==> src/rtl/if_fetch_unit_pkg.sv <==
//------------------------------------------------------------------------------
// Module   : if_fetch_unit_pkg
// Brief    : Shared types for the instruction fetch stage: exception causes,
//            fetch FSM states and the reference fetch-queue entry layout.
// Revision : 1.0 - initial parametrised fetch stage
//------------------------------------------------------------------------------
`default_nettype none

package if_fetch_unit_pkg;

  // Exception cause codes carried with a fetch-queue entry
  typedef enum logic [3:0] {
    MISALIGNED_FETCH   = 4'd0,
    INSTR_ACCESS_FAULT = 4'd1
  } exc_cause_t;

  // Fetch sequencer states
  typedef enum logic [1:0] {
    IDLE = 2'd0,
    WAIT = 2'd1,
    DROP = 2'd2
  } fetch_state_t;

  // Widths of the default configuration (40-bit PC, 32-bit instruction)
  localparam int unsigned C_FQ_ADDR_W = 40;
  localparam int unsigned C_FQ_INST_W = 32;

  // Fetch-queue entry layout for the default configuration; the top builds
  // an equivalent parametrised entry when ADDR_W/INST_W are overridden.
  typedef struct packed {
    logic [C_FQ_ADDR_W-1:0] pc;
    logic [C_FQ_INST_W-1:0] inst;
    logic                   ex_valid;
    exc_cause_t             ex_cause;
  } fq_entry_t;

endpackage

`default_nettype wire

==> src/rtl/if_fetch_unit_fetch_queue.sv <==
//------------------------------------------------------------------------------
// Module   : fetch_queue
// Brief    : Parametrised FIFO between fetch and decode. Flush has priority
//            over push/pop; push while full is accepted only with a pop.
//            Head data is read combinationally from storage.
// Revision : 1.0 - initial version
//------------------------------------------------------------------------------
`default_nettype none

module fetch_queue #(
  parameter int unsigned WIDTH = 8,
  parameter int unsigned DEPTH = 4
) (
  input  logic                     clk_i,
  input  logic                     rstn_i,
  input  logic                     flush_i,
  input  logic                     push_i,
  input  logic [WIDTH-1:0]         data_i,
  input  logic                     pop_i,
  output logic [WIDTH-1:0]         data_o,
  output logic                     full_o,
  output logic                     empty_o,
  output logic [$clog2(DEPTH):0]   count_o
);

  localparam int unsigned PTR_W = $clog2(DEPTH);
  localparam int unsigned CNT_W = PTR_W + 1;

  logic [WIDTH-1:0] mem_q [DEPTH];
  logic [PTR_W-1:0] rd_ptr_q, rd_ptr_d;
  logic [PTR_W-1:0] wr_ptr_q, wr_ptr_d;
  logic [CNT_W-1:0] count_q, count_d;
  logic             do_push;
  logic             do_pop;

  assign full_o  = (count_q == CNT_W'(DEPTH));
  assign empty_o = (count_q == '0);
  assign count_o = count_q;
  assign data_o  = mem_q[rd_ptr_q];

  // Next pointer/count: flush empties the queue, otherwise apply push/pop
  always_comb begin
    do_pop   = pop_i && !empty_o;
    do_push  = push_i && (!full_o || do_pop);
    rd_ptr_d = rd_ptr_q;
    wr_ptr_d = wr_ptr_q;
    count_d  = count_q;
    if (flush_i) begin
      rd_ptr_d = '0;
      wr_ptr_d = '0;
      count_d  = '0;
    end else begin
      if (do_push) wr_ptr_d = wr_ptr_q + PTR_W'(1);
      if (do_pop)  rd_ptr_d = rd_ptr_q + PTR_W'(1);
      count_d = count_q + CNT_W'(do_push) - CNT_W'(do_pop);
    end
  end

  // Pointer and occupancy registers
  always_ff @(posedge clk_i or negedge rstn_i) begin
    if (!rstn_i) begin
      rd_ptr_q <= '0;
      wr_ptr_q <= '0;
      count_q  <= '0;
    end else begin
      rd_ptr_q <= rd_ptr_d;
      wr_ptr_q <= wr_ptr_d;
      count_q  <= count_d;
    end
  end

  // Entry storage, written at the tail; contents need no reset
  always_ff @(posedge clk_i) begin
    if (do_push && !flush_i) mem_q[wr_ptr_q] <= data_i;
  end

endmodule

`default_nettype wire

==> src/rtl/if_fetch_unit.sv <==
//------------------------------------------------------------------------------
// Module   : if_fetch_unit
// Brief    : Fetch stage: sequential PC generation, commit redirects, a single
//            outstanding I-cache request with credit-based flow control into
//            a fetch queue, misaligned-fetch and access-fault exceptions.
//            Optional performance counters when IF_FETCH_PERF_EN is defined.
// Revision : 1.0 - initial parametrised fetch stage
//------------------------------------------------------------------------------
`default_nettype none

module if_fetch_unit
  import if_fetch_unit_pkg::*;
#(
  parameter int unsigned       ADDR_W   = 40,
  parameter int unsigned       INST_W   = 32,
  parameter logic [ADDR_W-1:0] RESET_PC = 'h100,
  parameter int unsigned       FQ_DEPTH = 4
) (
  input  logic              clk_i,
  input  logic              rstn_i,
  input  logic              redirect_valid_i,
  input  logic [ADDR_W-1:0] redirect_pc_i,
  output logic              icache_req_valid_o,
  input  logic              icache_req_ready_i,
  output logic [ADDR_W-1:0] icache_req_vaddr_o,
  input  logic              icache_resp_valid_i,
  input  logic [INST_W-1:0] icache_resp_data_i,
  input  logic              icache_resp_xcpt_i,
  output logic              fetch_valid_o,
  input  logic              fetch_ready_i,
  output logic [ADDR_W-1:0] fetch_pc_o,
  output logic [INST_W-1:0] fetch_inst_o,
  output logic              fetch_ex_valid_o,
  output exc_cause_t        fetch_ex_cause_o,
  output logic [ADDR_W-1:0] fetch_ex_origin_o
`ifdef IF_FETCH_PERF_EN
  ,
  output logic [31:0]       perf_req_cnt_o,
  output logic [31:0]       perf_fq_full_cyc_o,
  output logic [31:0]       perf_drop_cnt_o
`endif
);

  localparam int unsigned CNT_W   = $clog2(FQ_DEPTH) + 1;
  localparam int unsigned ENTRY_W = ADDR_W + INST_W + 1 + $bits(exc_cause_t);

  typedef struct packed {
    logic [ADDR_W-1:0] pc;
    logic [INST_W-1:0] inst;
    logic              ex_valid;
    exc_cause_t        ex_cause;
  } entry_t;

  fetch_state_t      state_q, state_d;
  logic [ADDR_W-1:0] pc_q, pc_d;
  logic [ADDR_W-1:0] req_pc_q, req_pc_d;
  logic              halted_q, halted_d;

  entry_t            push_entry;
  entry_t            head_entry;
  logic              fq_push, fq_pop, fq_full, fq_empty;
  logic [CNT_W-1:0]  fq_count;
  logic [CNT_W:0]    occupancy;
  logic              outstanding, credit, aligned, resp_in_wait, issue_slot;
  logic              req_valid, req_fire;

  // Occupancy counts the in-flight response so every response has a slot
  assign outstanding  = (state_q != IDLE);
  assign occupancy    = {1'b0, fq_count} + {{CNT_W{1'b0}}, outstanding};
  assign credit       = !fq_full && (occupancy < (CNT_W+1)'(FQ_DEPTH));
  assign aligned      = (pc_q[1:0] == 2'b00);
  assign resp_in_wait = (state_q == WAIT) && icache_resp_valid_i;
  // A request may go out from IDLE, or back-to-back with a clean response
  assign issue_slot   = (state_q == IDLE) || (resp_in_wait && !icache_resp_xcpt_i);
  assign req_valid    = rstn_i && issue_slot && !redirect_valid_i && aligned &&
                        !halted_q && credit;
  assign req_fire     = req_valid && icache_req_ready_i;

  assign icache_req_valid_o = req_valid;
  assign icache_req_vaddr_o = req_valid ? pc_q : '0;

  // Select the entry pushed this cycle: a response, or a misaligned-PC trap
  always_comb begin
    fq_push    = 1'b0;
    push_entry = '0;
    if (!redirect_valid_i) begin
      if (resp_in_wait) begin
        fq_push             = 1'b1;
        push_entry.pc       = req_pc_q;
        push_entry.inst     = icache_resp_data_i;
        push_entry.ex_valid = icache_resp_xcpt_i;
        push_entry.ex_cause = INSTR_ACCESS_FAULT;
      end else if ((state_q == IDLE) && !aligned && !halted_q && credit) begin
        fq_push             = 1'b1;
        push_entry.pc       = pc_q;
        push_entry.ex_valid = 1'b1;
        push_entry.ex_cause = MISALIGNED_FETCH;
      end
    end
  end

  // Next-state logic for the sequencer, PC and halt flag
  always_comb begin
    state_d  = state_q;
    pc_d     = pc_q;
    req_pc_d = req_pc_q;
    halted_d = halted_q;
    if (redirect_valid_i) begin
      pc_d     = redirect_pc_i;
      halted_d = 1'b0;
      // An in-flight response must be swallowed unless it lands right now
      state_d  = (outstanding && !icache_resp_valid_i) ? DROP : IDLE;
    end else begin
      case (state_q)
        IDLE: if (fq_push) halted_d = 1'b1;
        WAIT: if (icache_resp_valid_i) begin
                state_d = IDLE;
                if (icache_resp_xcpt_i) halted_d = 1'b1;
              end
        DROP: if (icache_resp_valid_i) state_d = IDLE;
        default: state_d = IDLE;
      endcase
      if (req_fire) begin
        state_d  = WAIT;
        req_pc_d = pc_q;
        pc_d     = pc_q + ADDR_W'(4);
      end
    end
  end

  // Sequencer registers
  always_ff @(posedge clk_i or negedge rstn_i) begin
    if (!rstn_i) begin
      state_q  <= IDLE;
      pc_q     <= RESET_PC;
      req_pc_q <= '0;
      halted_q <= 1'b0;
    end else begin
      state_q  <= state_d;
      pc_q     <= pc_d;
      req_pc_q <= req_pc_d;
      halted_q <= halted_d;
    end
  end

  // A pop in the redirect cycle is void: the flush already discards the head
  assign fq_pop = fetch_valid_o && fetch_ready_i && !redirect_valid_i;

  fetch_queue #(
    .WIDTH (ENTRY_W),
    .DEPTH (FQ_DEPTH)
  ) u_fetch_queue (
    .clk_i   (clk_i),
    .rstn_i  (rstn_i),
    .flush_i (redirect_valid_i),
    .push_i  (fq_push),
    .data_i  (push_entry),
    .pop_i   (fq_pop),
    .data_o  (head_entry),
    .full_o  (fq_full),
    .empty_o (fq_empty),
    .count_o (fq_count)
  );

  assign fetch_valid_o     = !fq_empty;
  assign fetch_pc_o        = fetch_valid_o ? head_entry.pc : '0;
  assign fetch_inst_o      = fetch_valid_o ? head_entry.inst : '0;
  assign fetch_ex_valid_o  = fetch_valid_o && head_entry.ex_valid;
  assign fetch_ex_cause_o  = fetch_ex_valid_o ? head_entry.ex_cause : MISALIGNED_FETCH;
  assign fetch_ex_origin_o = fetch_ex_valid_o ? head_entry.pc : '0;

`ifdef IF_FETCH_PERF_EN
  logic [31:0] perf_req_q, perf_req_d;
  logic [31:0] perf_full_q, perf_full_d;
  logic [31:0] perf_drop_q, perf_drop_d;

  // Saturating event counters; redirects leave them untouched
  always_comb begin
    perf_req_d  = perf_req_q;
    perf_full_d = perf_full_q;
    perf_drop_d = perf_drop_q;
    if (req_fire && (perf_req_q != '1)) perf_req_d = perf_req_q + 32'd1;
    if ((occupancy == (CNT_W+1)'(FQ_DEPTH)) && (perf_full_q != '1))
      perf_full_d = perf_full_q + 32'd1;
    if ((state_q == DROP) && icache_resp_valid_i && (perf_drop_q != '1))
      perf_drop_d = perf_drop_q + 32'd1;
  end

  // Performance counter registers
  always_ff @(posedge clk_i or negedge rstn_i) begin
    if (!rstn_i) begin
      perf_req_q  <= '0;
      perf_full_q <= '0;
      perf_drop_q <= '0;
    end else begin
      perf_req_q  <= perf_req_d;
      perf_full_q <= perf_full_d;
      perf_drop_q <= perf_drop_d;
    end
  end

  assign perf_req_cnt_o     = perf_req_q;
  assign perf_fq_full_cyc_o = perf_full_q;
  assign perf_drop_cnt_o    = perf_drop_q;
`endif

endmodule

`default_nettype wire

==> config.mk <==
export PLATFORM = sky130hd
export DESIGN_NAME = if_fetch_unit
export DESIGN_NICKNAME = d
export VERILOG_FILES = /design/src/rtl/if_fetch_unit_pkg.sv /design/src/rtl/if_fetch_unit_fetch_queue.sv /design/src/rtl/if_fetch_unit.sv
export SDC_FILE = /design/constraint.sdc
export NUM_CORES = 1
export LEC_CHECK = 0
export CORE_ASPECT_RATIO = 1.25
export CORE_MARGIN = 2
export CORE_UTILIZATION = 59
export DETAILED_ROUTE_END_ITERATION = 6
export PLACE_DENSITY = 0.93
export SLEW_MARGIN = 20
export SYNTH_ARGS = -nofsm -noshare
export SYNTH_HDL_FRONTEND = slang
export SYNTH_SLANG_ARGS = --single-unit
==> constraint.sdc <==
create_clock -name clk_i -period 5.9 [get_ports clk_i]
set_input_delay 0.59 -clock clk_i [delete_from_list [all_inputs] [get_ports clk_i]]
set_output_delay 0.59 -clock clk_i [all_outputs]
set_load 0.02 [all_outputs]
# Yosys cells after proc, flatten, opt, wreduce, memory -nomap -nowiden
# Memories as Yosys holds them, arrays and structs flattened.
# Index checks and enable logic that the tools add are counted.
# word_totals
ff_bits	90
latchBits	0
ramBits	308
rom_bits	0
inputBits	79
output_inout_bits	159
word_cells	97
memories	1
# classes
add_sub_neg	6
n_mul	0
div	0
n_lt_le_gt_ge	1
n_eq_ne	8
n_shift	0
n_mux	33
bitwise_logic	1
n_reduce_logical	40
# memory_table
name	depth	word_bits	read_ports	rd_ports_with_merged_regs	wr	line	rtl
u_fetch_queue.mem_q	4	77	1	0	1	if_fetch_unit_fetch_queue.sv:29	logic [WIDTH-1:0] mem_q [DEPTH];
# op_table
op	count
two-way mux 40 bit	7
two-way mux 77 bit	1
two-way mux 32 bit	2
adder 40 x 3 -> 40 bit (second input constant)	1
logical AND 1 bit	19
two-way mux 2 bit	8
two-way mux 5 bit	2
two-way mux 1 bit	9
inequality test 3 bit (second input constant)	3
nonzero test 2 bit	4
zero test 1 bit	7
adder 2 x 1 -> 2 bit (second input constant)	2
adder 3 x 1 -> 4 bit	1
zero test 2 bit	2
< comparator 4 x 3 -> 1 bit (second input constant)	1
two-way mux 4 bit	1
inequality test 4 x 1 -> 1 bit (second input constant)	1
one-hot mux 2 bit (2 select lines)	1
AND reduction 2 bit	2
AND reduction 4 bit	1
adder 3 x 1 -> 3 bit	1
equality test 3 bit (second input constant)	1
zero test 3 bit	1
two-way mux 3 bit	1
9 further kinds	10

# Depth between registers and ports, before layout
# Gate-level depths: netlist of run 1.
# depth
word_depth	12
ltp_mapped	11
mapped_depth_nobuf	10

# Modules after synthesis
# Synthesis of run 1 repeated with hierarchy kept, for this count alone.
# unflattened
hier_cells	1188
area_unflattened_um2	17410.4
# by_module_without_submodules
mod	instances	cells_each	area_each_um2	seq_area_each_um2
fetch_queue	1	448	11578.6	9424.0
if_fetch_unit	1	740	5831.8	2078.2

# Worst setup path after synthesis of run 1
# No wires, ideal clock.
# synth_path
kind	register to register
start	register state_q[0]
end	memory u_fetch_queue.mem_q[1][0] in the netlist's numbering (enable)
setup_time_ns	0.441
arrival_time_ns	3.301
required_ns	5.459
setup_slack_ns	2.158
path_stages_with_launch	6
path_buffers	0
synth_period_minus_slack_ns	3.742
cell_sequence	dfrtp_1 -> inv_1 -> ha_1 -> or4b_1 -> a21oi_2 -> and3_1
# synth_between
elab_chain_len	12
word_cells_on_any_way	17
cone_classes	1 x add/sub; 1 x order compare; 1 x eq/ne; 5 x mux; 9 x reduce/logical
# synth_lines
element	line	rtl
start, declared	if_fetch_unit.sv:54	fetch_state_t state_q, state_d;
start signal, assigned	if_fetch_unit.sv:139	state_q <= state_d;
nonzero test 2 bit	if_fetch_unit.sv:68	assign outstanding = (state_q != IDLE);
adder 3 x 1 -> 4 bit	if_fetch_unit.sv:69	assign occupancy = {1'b0, fq_count} + {{CNT_W{1'b0}}, outstanding};
< comparator 4 x 3 -> 1 bit	if_fetch_unit.sv:70	assign credit = !fq_full && (occupancy < (CNT_W+1)'(FQ_DEPTH));
logical AND 1 bit	if_fetch_unit.sv:70	
logical AND 1 bit	if_fetch_unit.sv:93	end else if ((state_q == IDLE) && !aligned && !halted_q && credit) begin
two-way mux 1 bit	if_fetch_unit.sv:93	
two-way mux 1 bit (*)	if_fetch_unit.sv:87	if (resp_in_wait) begin
two-way mux 1 bit (*)	if_fetch_unit.sv:86	if (!redirect_valid_i) begin
logical AND 1 bit (*)	if_fetch_unit_fetch_queue.sv:44	do_push = push_i && (!full_o || do_pop);
logical AND 1 bit (*)	if_fetch_unit_fetch_queue.sv:74	if (do_push && !flush_i) mem_q[wr_ptr_q] <= data_i;
two-way mux 1 bit (*)	if_fetch_unit_fetch_queue.sv:74	
two-way mux 1 bit (not written as such) (*)	if_fetch_unit_fetch_queue.sv:74	
end, declared	if_fetch_unit_fetch_queue.sv:29	
# Every way passes the cells marked *; elsewhere a longest branch is shown, timed or not.

# Worst setup path in the final report of run 1
# layout_path
start	register u_fetch_queue.rd_ptr_q[1]
end	output fetch_ex_cause_o[0]
# layout_between
elab_chain_len	3
# layout_lines
element	line	rtl
start, declared	if_fetch_unit_fetch_queue.sv:30	logic [PTR_W-1:0] rd_ptr_q, rd_ptr_d;
start signal, assigned	if_fetch_unit_fetch_queue.sv:66	rd_ptr_q <= rd_ptr_d;
memory (4 x 77 bit) (*)	-	
logical AND 1 bit	if_fetch_unit.sv:168	assign fetch_ex_valid_o = fetch_valid_o && head_entry.ex_valid;
two-way mux 4 bit (*)	if_fetch_unit.sv:169	assign fetch_ex_cause_o = fetch_ex_valid_o ? head_entry.ex_cause : MISALIGNED_FETCH;
end, declared	if_fetch_unit.sv:34	output exc_cause_t fetch_ex_cause_o,
# Marks and branches as above.

==> results.py, run 1 <==
metrics = {
    "run_status": {
        "outcome": "finished clean",
    },
    "global_route": {
        "grt_max_degree": 77,
        "grt_pass1_vias": 11120,
        "met3_usage_pct": 3.077,
        "antenna_found_initial": 0,
        "grt_use_met1_pct": 34.55,
        "gr-usage-met2_pct": 45.08,
        "grt_usage_pct": 26.15,
        "top_usage_layer": "met2",
        "grt-ovfl-total": 0,
        "grt_pass1_wl_um": 61680,
    },
    "synth": {
        "yosysSeqAreaShare_pct": 64.78,
        "synth_edf_count": 296,
        "postSynth.asyncResetShare_pct": 23.32,
        "synth_top_area_share_pct": 51.68,
        "synth_area_mm2": 0.01720,
        "synth-seq-cells": 386,
        "yosys_warnings": 0,
        "avgSynthCellArea_um2": 14.58,
        "synthFlopType": "edfxtp_1",
        "ys_types": 74,
        "synthCells": 1180,
        "synth_area_leaders": "edfxtp_1 (52%), dfrtp_1 (13%), mux4_2 (9.6%)",
        "synth_area_leader_cell": "edfxtp_1",
    },
    "worst_setup_path": {
        "cp-end-kind": "output pin",
        "reg2reg_slack_ps": 2560,
        "path_max_fanout": 75,
        "crit_start": "u_fetch_queue.rd_ptr_q[1]",
        "worst-setup-path-type": "reg2out",
        "cp.required_ps": 5310,
        "arrival_ps": 3400,
        "regToRegStartpoint": "state_q[0]",
        "start_kind": "register",
    },
    "timing": {
        "report.final.slew_viol_count": 0,
        "rsz0062_at_grt": "no",
        "max_freq_ghz": 0.2506,
        "min_period_ps": 3991,
        "slew_headroom_pct": 28.55,
        "worstMarginPinSlew_ps": 1072,
        "period_share_pct": 67.64,
        "fin_setup_tns_ps": 0,
        "clock-skew-final_ps": 16.49,
        "setup_viol_count_final": 0,
        "hold_viol": 0,
    },
    "power_and_ir_drop": {
        "power_switching_mw": 3.040,
        "pwr-share-clk_pct": 24.8,
        "power_density_mw_per_mm2": 447.7,
        "p_sw_share_pct": 32.27,
        "total_power_mw": 9.422,
        "cell_internal_pwr_mw": 6.381,
        "p_leak_nw": 7.215,
        "vdd_drop_max_v": 0.0002681,
        "combinationalPowerShare_pct": 36.5,
        "power_frac_seq_pct": 38.7,
    },
    "placed_design": {
        "place_congestion": 0.9663,
        "port_buffers": 232,
        "dp_hpwl_um": 25000,
        "placed_cells": 1735,
    },
    "detailed_routing": {
        "drc": 0,
        "vias_per_cell": 6.106,
        "wirelength_um": 39590,
        "wl_per_cell_um": 22.00,
        "vias": 10990,
        "drt_first_pass_iters": 7,
        "ant_nets": 0,
        "drt_iter0_drc": 905,
    },
    "final_layout": {
        "fillers": 1707,
        "mostFrequentLayoutCells": "edfxtp_1 (296), clkdlybuf4s50_1 (230), and2_1 (150)",
        "seqCellArea_mm2": 0.01115,
        "final_common_cell": "edfxtp_1",
        "finalNonFillerCells": 1800,
        "fin_nets": 1475,
        "antenna_cells": 0,
        "multiInputGateArea_mm2": 0.005679,
        "drive_gt1_share_pct": 13.26,
        "area_growth_syn_to_layout_pct": 22.35,
    },
    "die": {
        "dieArea_mm2": 0.03054,
        "io_pins": 238,
        "core_mm2": 0.02858,
        "die_w_um": 156.7,
        "rows": 69,
        "start_util_pct": 60.19,
        "fp.dieH_um": 194.9,
    },
    "cts": {
        "cts_tree": "yes",
        "ctsHoldBuffers": 1,
        "cts_max_path_buffers": 3,
        "clock_sink_count": 386,
        "clk_pin_slew_ps": 70,
        "postCtsSetupBuffers": 0,
        "cts-buffers-inserted": 36,
        "clk_latency_ps": 520,
        "clockRootBuffer": "clkbuf_16",
        "cts_resized": 0,
        "cts_max_level": 2,
    },
    "job": {
        "drv_cap": 0,
    },
    "hold_path": {
        "timing.hold.worst.start": "req_pc_q[16]",
        "hp-class": "reg2reg",
    },
}
worst max-delay path: stages, from the launching register on:
cell,delay [ps]
dfrtp_4,400
buf_4,820
mux2i_1,280
nand2_1,110
o21ai_4,290
buf_16,240
nor2b_1,70
and2_1,130
clkdlybuf4s50_1,530
metrics by stage:
step / setup slack (ps) / hold WS [ps] / utilization, % / cell area, um2
6_report: 1909 / 468.8 / 73.64 / 21040
5_1_grt: 1683 / 483.1 / 73.64 / 21040
4_1_cts: 1767 / 460.6 / 73.55 / 21020
3_5_place_dp: 2306 / 455.9 / 69.36 / 19820
3_3_place_gp: 2373 / 449.0 / 69.22 / 19780
2_1_floorplan: 2158 / 294.4 / - / 17220
synth_stat cells (6+ instances only):
master / count
clkbuf_1: 41
xnor2_1: 8
nand4_1: 14
nand3_1: 16
mux2_2: 9
inv_1: 12
and2_1: 150
o211ai_1: 7
o31ai_1: 9
mux4_2: 73
xor2_1: 7
nor4_1: 7
nor2b_1: 45
a21o_1: 6
buf_4: 9
edfxtp_1: 296
o21ai_0: 12
or4_1: 11
and3_1: 7
a22o_1: 41
a31oi_1: 13
o21ai_1: 7
nor2_1: 28
nand2_1: 141
ha_1: 10
buf_2: 30
o2111ai_1: 7
dfrtp_1: 89
final timing paths:
path,end,cells past startpoint
setup / recovery,fetch_ex_cause_o[0],8
hold / removal,req_pc_q[16],2
setup reg to reg,u_fetch_queue.mem_q[0][47],6
hold reg to reg,req_pc_q[16],2
max in group asynchronous,u_fetch_queue.rd_ptr_q[1],3
min in group asynchronous,req_pc_q[8],2
per-layer routing:
layer	vias up	part of all wire, %
met5	-	0
met4	0	3.3
met3	97	6.6
met2	570	52
met1	5491	38
li1	4833	-
kinds of logic (layout without fill, tap and decap cells):
group                      count (synthesis)  in the layout  share of synthesized area [%]
and+or+nand+nor                          448            448                          14.25
DFF                                      386            386                          64.78
AOI/OAI and AO/OA                        133            133                          6.278
buffers and inverters                     99            325                          2.626
muxes                                     87             87                          10.44
xor gates and xnor gates                  15             15                         0.7638
adders and majority gates                 11             11                         0.8438
other                                      1              5                        0.02180
registers in the layout (all words and copies together), names as in the netlist:
signal	cells
u_fetch_queue.rd_ptr_q	2
req_pc_q	40
u_fetch_queue.count_o	3
halted_q	1
state_q	2
u_fetch_queue.wr_ptr_q	2
u_fetch_queue.mem_q	296
pc_q	40
power by group through the flow:
stage	clock [mW]	sequential (mW)	combinational, mW
final	2.34	3.64	3.44
after global routing	2.47	3.68	3.67
after CTS	2.36	3.64	3.46
after detailed placement	0	3.69	3.43
after global placement	0	3.65	3.33
after floorplan	0	3.57	2.09
area by class of cell:
| type | instances | share of cell area (%) |
|---|---|---|
| Clock buffer | 37 | 4.299 |
| Clock inverter | 26 | 1.332 |
| Inverter | 12 | 0.2140 |
| Multi-Input combinational cell | 699 | 26.99 |
| Sequential cell | 386 | 52.98 |
| Tap cell | 390 | 2.319 |
| Timing Repair Buffer | 250 | 11.87 |
Note: power is estimated with default switching activity, not from simulation.
==> run 2, diff against run 1 <==
--- a/config.mk
+++ b/config.mk
@@ -7,9 +7,9 @@
 export LEC_CHECK = 0
 export CORE_ASPECT_RATIO = 1.25
 export CORE_MARGIN = 2
-export CORE_UTILIZATION = 59
+export CORE_UTILIZATION = 50
 export DETAILED_ROUTE_END_ITERATION = 6
-export PLACE_DENSITY = 0.93
+export PLACE_DENSITY = 0.85
 export SLEW_MARGIN = 20
 export SYNTH_ARGS = -nofsm -noshare
 export SYNTH_HDL_FRONTEND = slang
==> constraint.sdc (replaced) <==
create_clock -name clk_i -period 3.4 [get_ports clk_i]
set_input_delay 0.34 -clock clk_i [delete_from_list [all_inputs] [get_ports clk_i]]
set_output_delay 0.34 -clock clk_i [all_outputs]
set_load 0.02 [all_outputs]
==> run 2 against run 1 <==
Net effect:
- die area is 18% higher
- non-clock buffer count rose by 19
- critical path depth shrank 3
- routed wire length grew 2.7%
==> results.py, run 2 (same netlist as run 1, synthesis figures left out) <==
metrics = {
    "power_and_ir_drop": {
        "cell_internal_pwr_mw": 11.23,
        "power_frac_seq_pct": 38.0,
        "p_sw_share_pct": 32.14,
        "combinationalPowerShare_pct": 37.6,
        "power_density_mw_per_mm2": 772.9,
        "vdd_drop_max_v": 0.0003573,
        "power_switching_mw": 5.320,
        "pwr-share-clk_pct": 24.4,
        "p_leak_nw": 7.669,
    },
    "timing": {
        "worstMarginPinSlew_ps": 817.4,
        "report.final.slew_viol_count": 0,
        "fin_setup_tns_ps": 0,
        "setup_slack_ps": 123.9,
        "clock-skew-final_ps": 22.27,
        "max_freq_ghz": 0.3052,
        "rsz0062_at_grt": "no",
        "min_period_ps": 3276,
        "setup_viol_count_final": 0,
        "slew_headroom_pct": 45.27,
        "fin_hold_ws_ps": 325.8,
        "period_share_pct": 96.36,
        "hold_viol": 0,
    },
    "detailed_routing": {
        "vias_per_cell": 5.884,
        "ant_nets": 0,
        "drc": 0,
        "wirelength_um": 40670,
        "vias": 10940,
        "wl_per_cell_um": 21.88,
        "drt_iter0_drc": 992,
        "drt_first_pass_iters": 6,
    },
    "final_layout": {
        "fin_nets": 1497,
        "drive_gt1_share_pct": 14.69,
        "final_common_cell": "edfxtp_1",
        "regMostFlops": "u_fetch_queue.mem_q",
        "mostFrequentLayoutCells": "edfxtp_1 (296), clkdlybuf4s50_1 (192), and2_1 (150)",
        "seqCellArea_mm2": 0.01115,
        "fillers": 2398,
        "reg_top3": "u_fetch_queue.mem_q (296), pc_q (40), req_pc_q (40)",
        "largest_reg_flops": 296,
        "utilization_pct": 63.57,
        "stdcell_area_mm2": 0.02142,
        "multiInputGateArea_mm2": 0.005710,
        "area_growth_syn_to_layout_pct": 24.51,
        "antenna_cells": 0,
    },
    "placed_design": {
        "dp_hpwl_um": 25810,
        "placed_area_mm2": 0.02011,
        "port_buffers": 232,
        "pre_cts_ws_ps": 348.6,
        "place_congestion": 0.9803,
    },
    "worst_setup_path": {
        "slowest_delay_ps": 710,
        "regToRegStartpoint": "state_q[0]",
        "crit_start": "u_fetch_queue.count_o[1]",
        "path_max_fanout": 56,
        "cp-end-kind": "output pin",
        "start_kind": "register",
        "arrival_ps": 2940,
        "crit_chain": "or3_2, buf_12, and2_1, nor2b_1, clkdlybuf4s50_1",
        "worst-setup-path-type": "reg2out",
        "cp.required_ps": 3060,
        "cp_slowest_cell": "or3_2",
    },
    "die": {
        "dieArea_mm2": 0.03591,
        "io_pins": 238,
        "fp.dieH_um": 211.4,
        "core_mm2": 0.03369,
        "rows": 75,
        "start_util_pct": 51.06,
        "die_w_um": 169.9,
    },
    "global_route": {
        "grt_pass1_wl_um": 62270,
        "grt_pass1_vias": 11090,
        "grt_usage_pct": 22.63,
        "grt_max_degree": 77,
        "grt-ovfl-total": 0,
        "antenna_found_initial": 0,
    },
    "cts": {
        "clock_sink_count": 386,
        "clk_latency_ps": 530,
        "clk_pin_slew_ps": 60,
        "cts_max_level": 2,
        "clockRootBuffer": "clkbuf_16",
        "cts_tree": "yes",
        "cts-buffers-inserted": 37,
        "cts_max_path_buffers": 3,
    },
    "run_status": {
        "outcome": "finished clean",
    },
    "job": {
        "drv_cap": 0,
    },
    "hold_path": {
        "hp-class": "in2reg",
        "timing.hold.worst.start": "redirect_pc_i[8]",
    },
}
run 2: worst paths after layout:
kind,slack (ps),end,cells past startpoint
setup / recovery,120,fetch_ex_origin_o[11],5
max in group asynchronous,1820,u_fetch_queue.rd_ptr_q[1],4
hold / removal,330,pc_q[8],3
setup reg to reg,590,u_fetch_queue.mem_q[0][56],6
hold reg to reg,470,req_pc_q[29],2
min in group asynchronous,440,req_pc_q[32],3
run 2: per-stage QoR:
step | std cells | power [mW]
after global routing | 1859 | 17.32
after global placement | 1781 | 12.31
after detailed placement | 1781 | 12.50
after floorplan | 1184 | 9.812
final | 1859 | 16.55
after CTS | 1852 | 16.64
run 2: area by class of cell:
| cell class | count | area share [%] |
|---|---|---|
| clock buffers | 46 | 4.727 |
| clock inverters | 22 | 0.8647 |
| flip-flops and latches | 386 | 52.06 |
| inverters | 12 | 0.2103 |
| multi-input cells | 701 | 26.67 |
| well taps | 423 | 2.471 |
| repair buffers | 269 | 13.00 |
run 2: routing by layer:
| layer | part of all wire [%] | track usage [%] |
|---|---|---|
| met5 | 0 | 0 |
| met3 | 5.5 | 3.403 |
| met4 | 4.0 | 9.579 |
| met1 | 40 | 29.21 |
| met2 | 50 | 38.52 |
run 2: timing repair:
| item | 4_1_cts | 5_1_grt |
|---|---|---|
| buffers inserted | 1 | 6 |
| pin swaps | 1 | 0 |
| hold buffers | 1 | 0 |
| gates resized for setup | 34 | 9 |
| setup endpoints to repair | 54 | 11 |
| cloned | 1 | 1 |
| endpoints found under the hold margin | 36 | 0 |
run 2: critical path: cells and delay by family (launching register included):
kind                   cells  cell delay (ps)
and+or+nand+nor            3             1040
buffers and inverters      2              880
DFF                        1              450
run 2: power by group through the flow:
stage	clock network [mW]	registers [mW]	logic [mW]
global route	4.30	6.35	6.67
detailed placement	0	6.42	6.08
global placement	0	6.36	5.96
CTS	4.11	6.30	6.22
floorplan	0	6.18	3.63
finish	4.04	6.28	6.22
